[src/rtl/spi_pkg.sv]
// Shared definitions for the SPI receive core: FSM encodings, synchronizer depth, default width.
// Latency: n/a (package only).
// Backpressure: n/a (package only).
package spi_pkg;

    typedef enum logic [1:0] {
        ST_IDLE    = 2'd0,
        ST_RECEIVE = 2'd1,
        ST_DONE    = 2'd2
    } state_t;

    localparam int SYNC_DEPTH         = 2;
    localparam int DEFAULT_DATA_WIDTH = 32;

endpackage

[src/rtl/spi_sync.sv]
// Multi-flop synchronizer for one asynchronous single-bit input.
// Latency: DEPTH i_clk cycles from i_d to o_q.
// Backpressure: none; free-running.
//
// Ports:
//   i_clk   - system clock
//   i_rst_n - asynchronous active-low reset (all flops clear to 0)
//   i_d     - asynchronous input
//   o_q     - synchronized output
module spi_sync
    import spi_pkg::*;
#(
    parameter int DEPTH = SYNC_DEPTH
) (
    input  logic i_clk,
    input  logic i_rst_n,
    input  logic i_d,
    output logic o_q
);

    logic [DEPTH-1:0] r_sync;

    always_ff @(posedge i_clk or negedge i_rst_n) begin
        if (!i_rst_n) begin
            r_sync <= '0;
        end else begin
            r_sync <= {r_sync[DEPTH-2:0], i_d};
        end
    end

    assign o_q = r_sync[DEPTH-1];

endmodule

[src/rtl/spi_rx_core.sv]
// SPI frame receiver: oversamples sck/mosi/frame on i_clk and shifts mosi in MSB first.
// Latency: o_valid rises 3 i_clk edges after the i_frame fall is first sampled.
// Backpressure: none; o_valid is a single-cycle pulse that the consumer must take.
//
// Optional feature: define SPI_RX_LEN_CHECK_EN to compare the received bit count
// against i_data_length (sampled at frame rise, 0 treated as 1) and report o_len_err.
//
// Ports:
//   i_clk, i_rst_n   - system clock, asynchronous active-low reset
//   i_sck, i_mosi    - serial clock (idle low) and data, asynchronous to i_clk
//   i_frame          - active-high frame enable
//   i_data_length    - expected bit count (length check build only)
//   o_data           - received word, right-justified
//   o_bit_count      - number of bits held in o_data
//   o_valid          - one-cycle pulse qualifying o_data/o_bit_count/o_overflow/o_len_err
//   o_busy           - high while a frame is being received
//   o_overflow       - frame carried more than DATA_WIDTH bits
//   o_len_err        - bit count differs from expected length
module spi_rx_core
    import spi_pkg::*;
#(
    parameter int DATA_WIDTH = DEFAULT_DATA_WIDTH,
    parameter int CNT_WIDTH  = 6
) (
    input  logic                  i_clk,
    input  logic                  i_rst_n,
    input  logic                  i_sck,
    input  logic                  i_mosi,
    input  logic                  i_frame,
    input  logic [3:0]            i_data_length,
    output logic [DATA_WIDTH-1:0] o_data,
    output logic [CNT_WIDTH-1:0]  o_bit_count,
    output logic                  o_valid,
    output logic                  o_busy,
    output logic                  o_overflow,
    output logic                  o_len_err
);

    localparam logic [CNT_WIDTH-1:0] C_MAX     = CNT_WIDTH'(DATA_WIDTH);
    localparam logic [1:0]           WARM_DONE = 2'(SYNC_DEPTH);

    logic w_sck_s;
    logic w_mosi_s;
    logic w_frame_s;

    spi_sync u_sync_sck   (.i_clk(i_clk), .i_rst_n(i_rst_n), .i_d(i_sck),   .o_q(w_sck_s));
    spi_sync u_sync_mosi  (.i_clk(i_clk), .i_rst_n(i_rst_n), .i_d(i_mosi),  .o_q(w_mosi_s));
    spi_sync u_sync_frame (.i_clk(i_clk), .i_rst_n(i_rst_n), .i_d(i_frame), .o_q(w_frame_s));

    state_t                  r_state;
    logic                    r_sck_d;
    logic                    r_frame_d;
    logic [1:0]              r_warm;
    logic                    r_frame_armed;
    logic                    r_rise_pend;
    logic [DATA_WIDTH-1:0]   r_shift;
    logic [CNT_WIDTH-1:0]    r_cnt;
    logic                    r_ovf;

    logic                    w_sck_rise;
    logic                    w_frame_rise;
    logic                    w_frame_fall;
    logic [DATA_WIDTH-1:0]   w_shift_nxt;
    logic [CNT_WIDTH-1:0]    w_cnt_nxt;
    logic                    w_ovf_nxt;
    logic                    w_len_err_nxt;

    // The synchronizers come out of reset reading 0, so a frame that is already
    // high would look like a fresh rise. Rise detection is only armed once the
    // synchronizer pipeline has refilled and frame has genuinely been seen low.
    assign w_sck_rise   = w_sck_s & ~r_sck_d;
    assign w_frame_rise = w_frame_s & ~r_frame_d & r_frame_armed;
    assign w_frame_fall = ~w_frame_s & r_frame_d;

    // Next shift/count values; used both for state update and for the output
    // capture, so an sck rise coinciding with the frame fall is still counted.
    always_comb begin
        w_shift_nxt = r_shift;
        w_cnt_nxt   = r_cnt;
        w_ovf_nxt   = r_ovf;
        if (w_sck_rise) begin
            if (r_cnt == C_MAX) begin
                w_ovf_nxt = 1'b1;
            end else begin
                w_shift_nxt = {r_shift[DATA_WIDTH-2:0], w_mosi_s};
                w_cnt_nxt   = r_cnt + CNT_WIDTH'(1);
            end
        end
    end

`ifdef SPI_RX_LEN_CHECK_EN
    logic [CNT_WIDTH-1:0] r_exp_len;

    always_ff @(posedge i_clk or negedge i_rst_n) begin
        if (!i_rst_n) begin
            r_exp_len <= '0;
        end else if (w_frame_rise) begin
            r_exp_len <= (i_data_length == 4'd0) ? CNT_WIDTH'(1) : CNT_WIDTH'(i_data_length);
        end
    end

    assign w_len_err_nxt = (w_cnt_nxt != r_exp_len);
`else
    logic w_unused_len;
    assign w_unused_len  = ^i_data_length;
    assign w_len_err_nxt = 1'b0;
`endif

    always_ff @(posedge i_clk or negedge i_rst_n) begin
        if (!i_rst_n) begin
            r_state       <= ST_IDLE;
            r_sck_d       <= 1'b0;
            r_frame_d     <= 1'b0;
            r_warm        <= '0;
            r_frame_armed <= 1'b0;
            r_rise_pend   <= 1'b0;
            r_shift       <= '0;
            r_cnt         <= '0;
            r_ovf         <= 1'b0;
            o_data        <= '0;
            o_bit_count   <= '0;
            o_valid       <= 1'b0;
            o_busy        <= 1'b0;
            o_overflow    <= 1'b0;
            o_len_err     <= 1'b0;
        end else begin
            r_sck_d   <= w_sck_s;
            r_frame_d <= w_frame_s;
            if (r_warm != WARM_DONE) begin
                r_warm <= r_warm + 2'd1;
            end else if (!w_frame_s) begin
                r_frame_armed <= 1'b1;
            end
            o_valid <= 1'b0;

            case (r_state)
                ST_IDLE: begin
                    if (w_frame_rise || r_rise_pend) begin
                        r_state     <= ST_RECEIVE;
                        r_shift     <= '0;
                        r_cnt       <= '0;
                        r_ovf       <= 1'b0;
                        r_rise_pend <= 1'b0;
                        o_busy      <= 1'b1;
                    end
                end
                ST_RECEIVE: begin
                    r_shift <= w_shift_nxt;
                    r_cnt   <= w_cnt_nxt;
                    r_ovf   <= w_ovf_nxt;
                    if (w_frame_fall) begin
                        o_busy <= 1'b0;
                        if (w_cnt_nxt != '0) begin
                            r_state     <= ST_DONE;
                            o_data      <= w_shift_nxt;
                            o_bit_count <= w_cnt_nxt;
                            o_overflow  <= w_ovf_nxt;
                            o_len_err   <= w_len_err_nxt;
                            o_valid     <= 1'b1;
                        end else begin
                            r_state <= ST_IDLE;
                        end
                    end
                end
                ST_DONE: begin
                    // A new frame may open while the result is being presented;
                    // remember it so IDLE can start the next frame immediately.
                    r_state <= ST_IDLE;
                    if (w_frame_rise) begin
                        r_rise_pend <= 1'b1;
                    end
                end
                default: begin
                    r_state <= ST_IDLE;
                end
            endcase
        end
    end

endmodule

[config.mk]
export PLATFORM = sky130hd
export DESIGN_NAME = spi_rx_core
export DESIGN_NICKNAME = d
export VERILOG_FILES = /design/src/rtl/spi_pkg.sv /design/src/rtl/spi_sync.sv /design/src/rtl/spi_rx_core.sv
export SDC_FILE = /design/constraint.sdc
export NUM_CORES = 1
export LEC_CHECK = 0
export ABC_CLOCK_PERIOD_IN_PS = 3500
export CAP_MARGIN = 10
export CORE_ASPECT_RATIO = 2
export CORE_MARGIN = 2
export CORE_UTILIZATION = 48
export CTS_CLUSTER_DIAMETER = 150
export DETAILED_ROUTE_END_ITERATION = 6
export PLACE_DENSITY = 0.74
export SYNTH_ARGS = -nofsm -noshare
export SYNTH_HDL_FRONTEND = slang
export SYNTH_SLANG_ARGS = --single-unit
export TNS_END_PERCENT = 10
[constraint.sdc]
create_clock -name i_clk -period 3.5 [get_ports i_clk]
set_input_delay 0.7 -clock i_clk [delete_from_list [all_inputs] [get_ports i_clk]]
set_output_delay 0.7 -clock i_clk [all_outputs]
set_load 0.02 [all_outputs]
==> flow_metrics.env <==
export IMPL_worstMarginPinSlew_ps=798.5
export IMPL_wl_per_cell_um=15.64
export IMPL_cts_tree="done"
export IMPL_ir_drop_v=0.0005332
export IMPL_synth_common_cells="dfrtp_1, nand2_1, mux2_2"
export IMPL_outcome="complete, no violations"
export IMPL_power_mw=2.858
export IMPL_route_detailed_drc=0
export IMPL_core_um2=8588
export IMPL_max_cap_viol_count=0
export IMPL_yosys_cell_count_top_type="dfrtp_1"
export IMPL_seqCellArea_um2=2352
export IMPL_initial_core_util=0.4914
export IMPL_rsz0062_at_grt="false"
export IMPL_path_depth=8
export IMPL_cp_arrival_ps=2940
export IMPL_nNetsFinal=424
export IMPL_worstPathMaxFanout=28
export IMPL_crit_chain="inv_1 > ha_1 > and3b_1 > a21oi_4 > mux2_2 > a31oi_4 > buf_4 > mux2_2"
export IMPL_io_buffer_count=45
export IMPL_slowest_stage="dfrtp_1"
export IMPL_async_flop_share=1.000
export IMPL_final_antenna_net_count=0
export IMPL_timing_fmax_ghz=0.3676
export IMPL_fin_skew_ps=5.767
export IMPL_yosysSeqAreaShare=0.5574
export IMPL_cpLargestDelayFamily="multiplexers"
export IMPL_synth_top_area_cell="dfrtp_1"
export IMPL_gp_congestion=0.8095
export IMPL_grtUsageMet1=0.2259
export IMPL_critPathBufInv=2
export IMPL_numClockSinks=94
export IMPL_fin_crit_ps=2720
export IMPL_cp_common_cell="mux2_2"
export IMPL_relSlewSlack=0.4677
export IMPL_dp_hpwl_mm=5.420
export IMPL_insertion_delay_ps=340
export IMPL_ys_types=40
export IMPL_synth_edf_count=0
export IMPL_syn_nets=381
export IMPL_fin_util=0.5900
export IMPL_numCtsBuffers=9
export IMPL_min_path_cells=0
export IMPL_reg2reg_depth=8
export IMPL_grt_max_degree=65
export IMPL_synth_warnings=0
export IMPL_worstSetupStartpointType="flip-flop"
export IMPL_final_hold_viol_count=0
export IMPL_hold_path_class="reg2reg"
export IMPL_cts_resized=0
export IMPL_drv_slew=0
export IMPL_setup_viol=0
export IMPL_wirelength_mm=8.085
export IMPL_final_layout_size_suffix_gt1_frac=0.2302
export IMPL_area_delta_synth_final_pct=20.07
export IMPL_multi_input_area_um2=1743
export IMPL_n_antenna_cell=0
export IMPL_synth_top_cells_by_area="dfrtp_1, mux2_2, nand2_1"
export IMPL_io_pins=51
export IMPL_cts_hold_buffers_added=0
export IMPL_drtIter0Drc=151
export IMPL_fp_dieW_um=70.31
export IMPL_post_cts_buffers=0
export IMPL_p_leak_nw=2.462
export IMPL_h_tree_depth=3
export IMPL_ys_seq_elements=94
export IMPL_vias=2845
export IMPL_synthCells=369
export IMPL_final_area_um2=5067
export IMPL_slowest_delay_ps=490
export IMPL_cts_path_max_buffers=2
export IMPL_required_ps=3720
export IMPL_vias_per_cell=5.503
export IMPL_dieArea_um2=9604
export IMPL_met3_usage=0.03608
export IMPL_grtUsageTotal=0.1829
export IMPL_cellPowerDensity_nw_per_um2=564.1
export IMPL_synth_avg_cell_area_um2=11.44
export IMPL_grt_busiest_layer="met2"
export IMPL_syn_cell_area_um2=4220
export IMPL_nFillCells=735
export IMPL_antenna_found_initial=0
export IMPL_place_area_um2=4773
export IMPL_worst_setup_path_end_kind="flip-flop"
export IMPL_synthDominantCellAreaShare=0.5574
export IMPL_grt_util_met2=0.2987
export IMPL_synth_ff_type="dfrtp_1"
export IMPL_rows=48
export IMPL_cts_root_buf="clkbuf_16"
export IMPL_clkSlewWorstSetupHoldPaths_ps=60
export IMPL_dr_pass1_iters=4
export IMPL_final_setup_tns_ps=0
export IMPL_crit_type="reg2reg"
export IMPL_die_h_um=136.6
export IMPL_post_route_period_util=0.7772
export IMPL_grt_pass1_wl_mm=13.66
export IMPL_grt_overflow_total=0
export IMPL_grt_pass1_vias=2796
==> final timing paths <==
check                                           start                     to  slack [ps]
worst min register to register  u_sync_mosi.r_sync[0]  u_sync_mosi.r_sync[1]         350
worst max register to register               r_cnt[0]             o_data[28]         780
worst max-delay path                         r_cnt[0]             o_data[28]         780
worst min-delay path            u_sync_mosi.r_sync[0]  u_sync_mosi.r_sync[1]         350
max in group asynchronous                     i_rst_n             o_data[20]        2320
min in group asynchronous                     i_rst_n             o_data[25]         450
==> worst reg2reg max path, stage by stage, from the launching register on <==
cell	delay, ps
dfrtp_1	490
inv_1	120
ha_1	220
and3b_1	220
a21oi_4	170
mux2_2	390
a31oi_4	150
buf_4	420
mux2_2	430
==> per-stage QoR <==
stage | hold WS [ps] | std cells | setup WS (ps)
3_3_place_gp | 337.3 | 501 | 806.2
2_1_floorplan | 331.2 | 369 | 984.4
3_5_place_dp | 337.9 | 501 | 772.9
4_1_cts | 351.5 | 517 | 758.1
5_1_grt | 365.8 | 517 | 672.6
6_report | 350.2 | 517 | 779.8
==> layout by cell type (no fill, tap or decap), types with 3 or more instances in the layout <==
cell / count
buf_4: 9
nand2_1: 75
mux2_4: 16
ha_1: 3
clkbuf_1: 3
dfrtp_1: 94
clkbuf_16: 9
clkdlybuf4s50_1: 44
a21oi_1: 4
mux2i_1: 4
nand3_1: 35
o21ai_0: 7
inv_1: 12
mux2_2: 52
nor2_1: 12
==> cell families after synthesis <==
family / Yosys count / share of synthesized area
other: 1 / 0.0008886
adders and majority gates: 3 / 0.008895
xor gates and xnor gates: 4 / 0.008303
and+or+nand+nor: 135 / 0.1411
AOI/OAI and AO/OA: 27 / 0.04150
muxes: 72 / 0.2052
buffers and inverters: 33 / 0.03676
DFF: 94 / 0.5574
==> registers in the layout, summed over array words and instances, names as in the netlist <==
signal,count
o_bit_count,6
o_busy,1
o_data,32
o_overflow,1
o_valid,1
r_cnt,6
r_frame_armed,1
r_frame_d,1
r_ovf,1
r_rise_pend,1
r_sck_d,1
r_shift,32
r_state,2
r_warm,2
u_sync_frame.r_sync,2
u_sync_mosi.r_sync,2
u_sync_sck.r_sync,2
==> report_power, final <==
group	total (mW)	switching [mW]	internal (mW)
sequential	1.28	0.0970	1.19
clock	0.966	0.392	0.574
combinational	0.609	0.351	0.259
total	2.86	0.840	2.02
==> cell type report <==
class | count | area share
multi-input cells | 242 | 0.3440
clock inverters | 3 | 0.008642
flip-flops and latches | 94 | 0.4642
inverters | 12 | 0.008889
well taps | 100 | 0.02469
repair buffers | 53 | 0.1002
clock buffers | 13 | 0.04938
==> layer usage <==
metal / share of wire / vias to the layer above
met2: 0.53 / 62
li1: - / 1339
met1: 0.41 / 1427
met3: 0.033 / 17
met4: 0.030 / 0
met5: 0 / -
No activity file was read; power rests on OpenSTA's default activity.
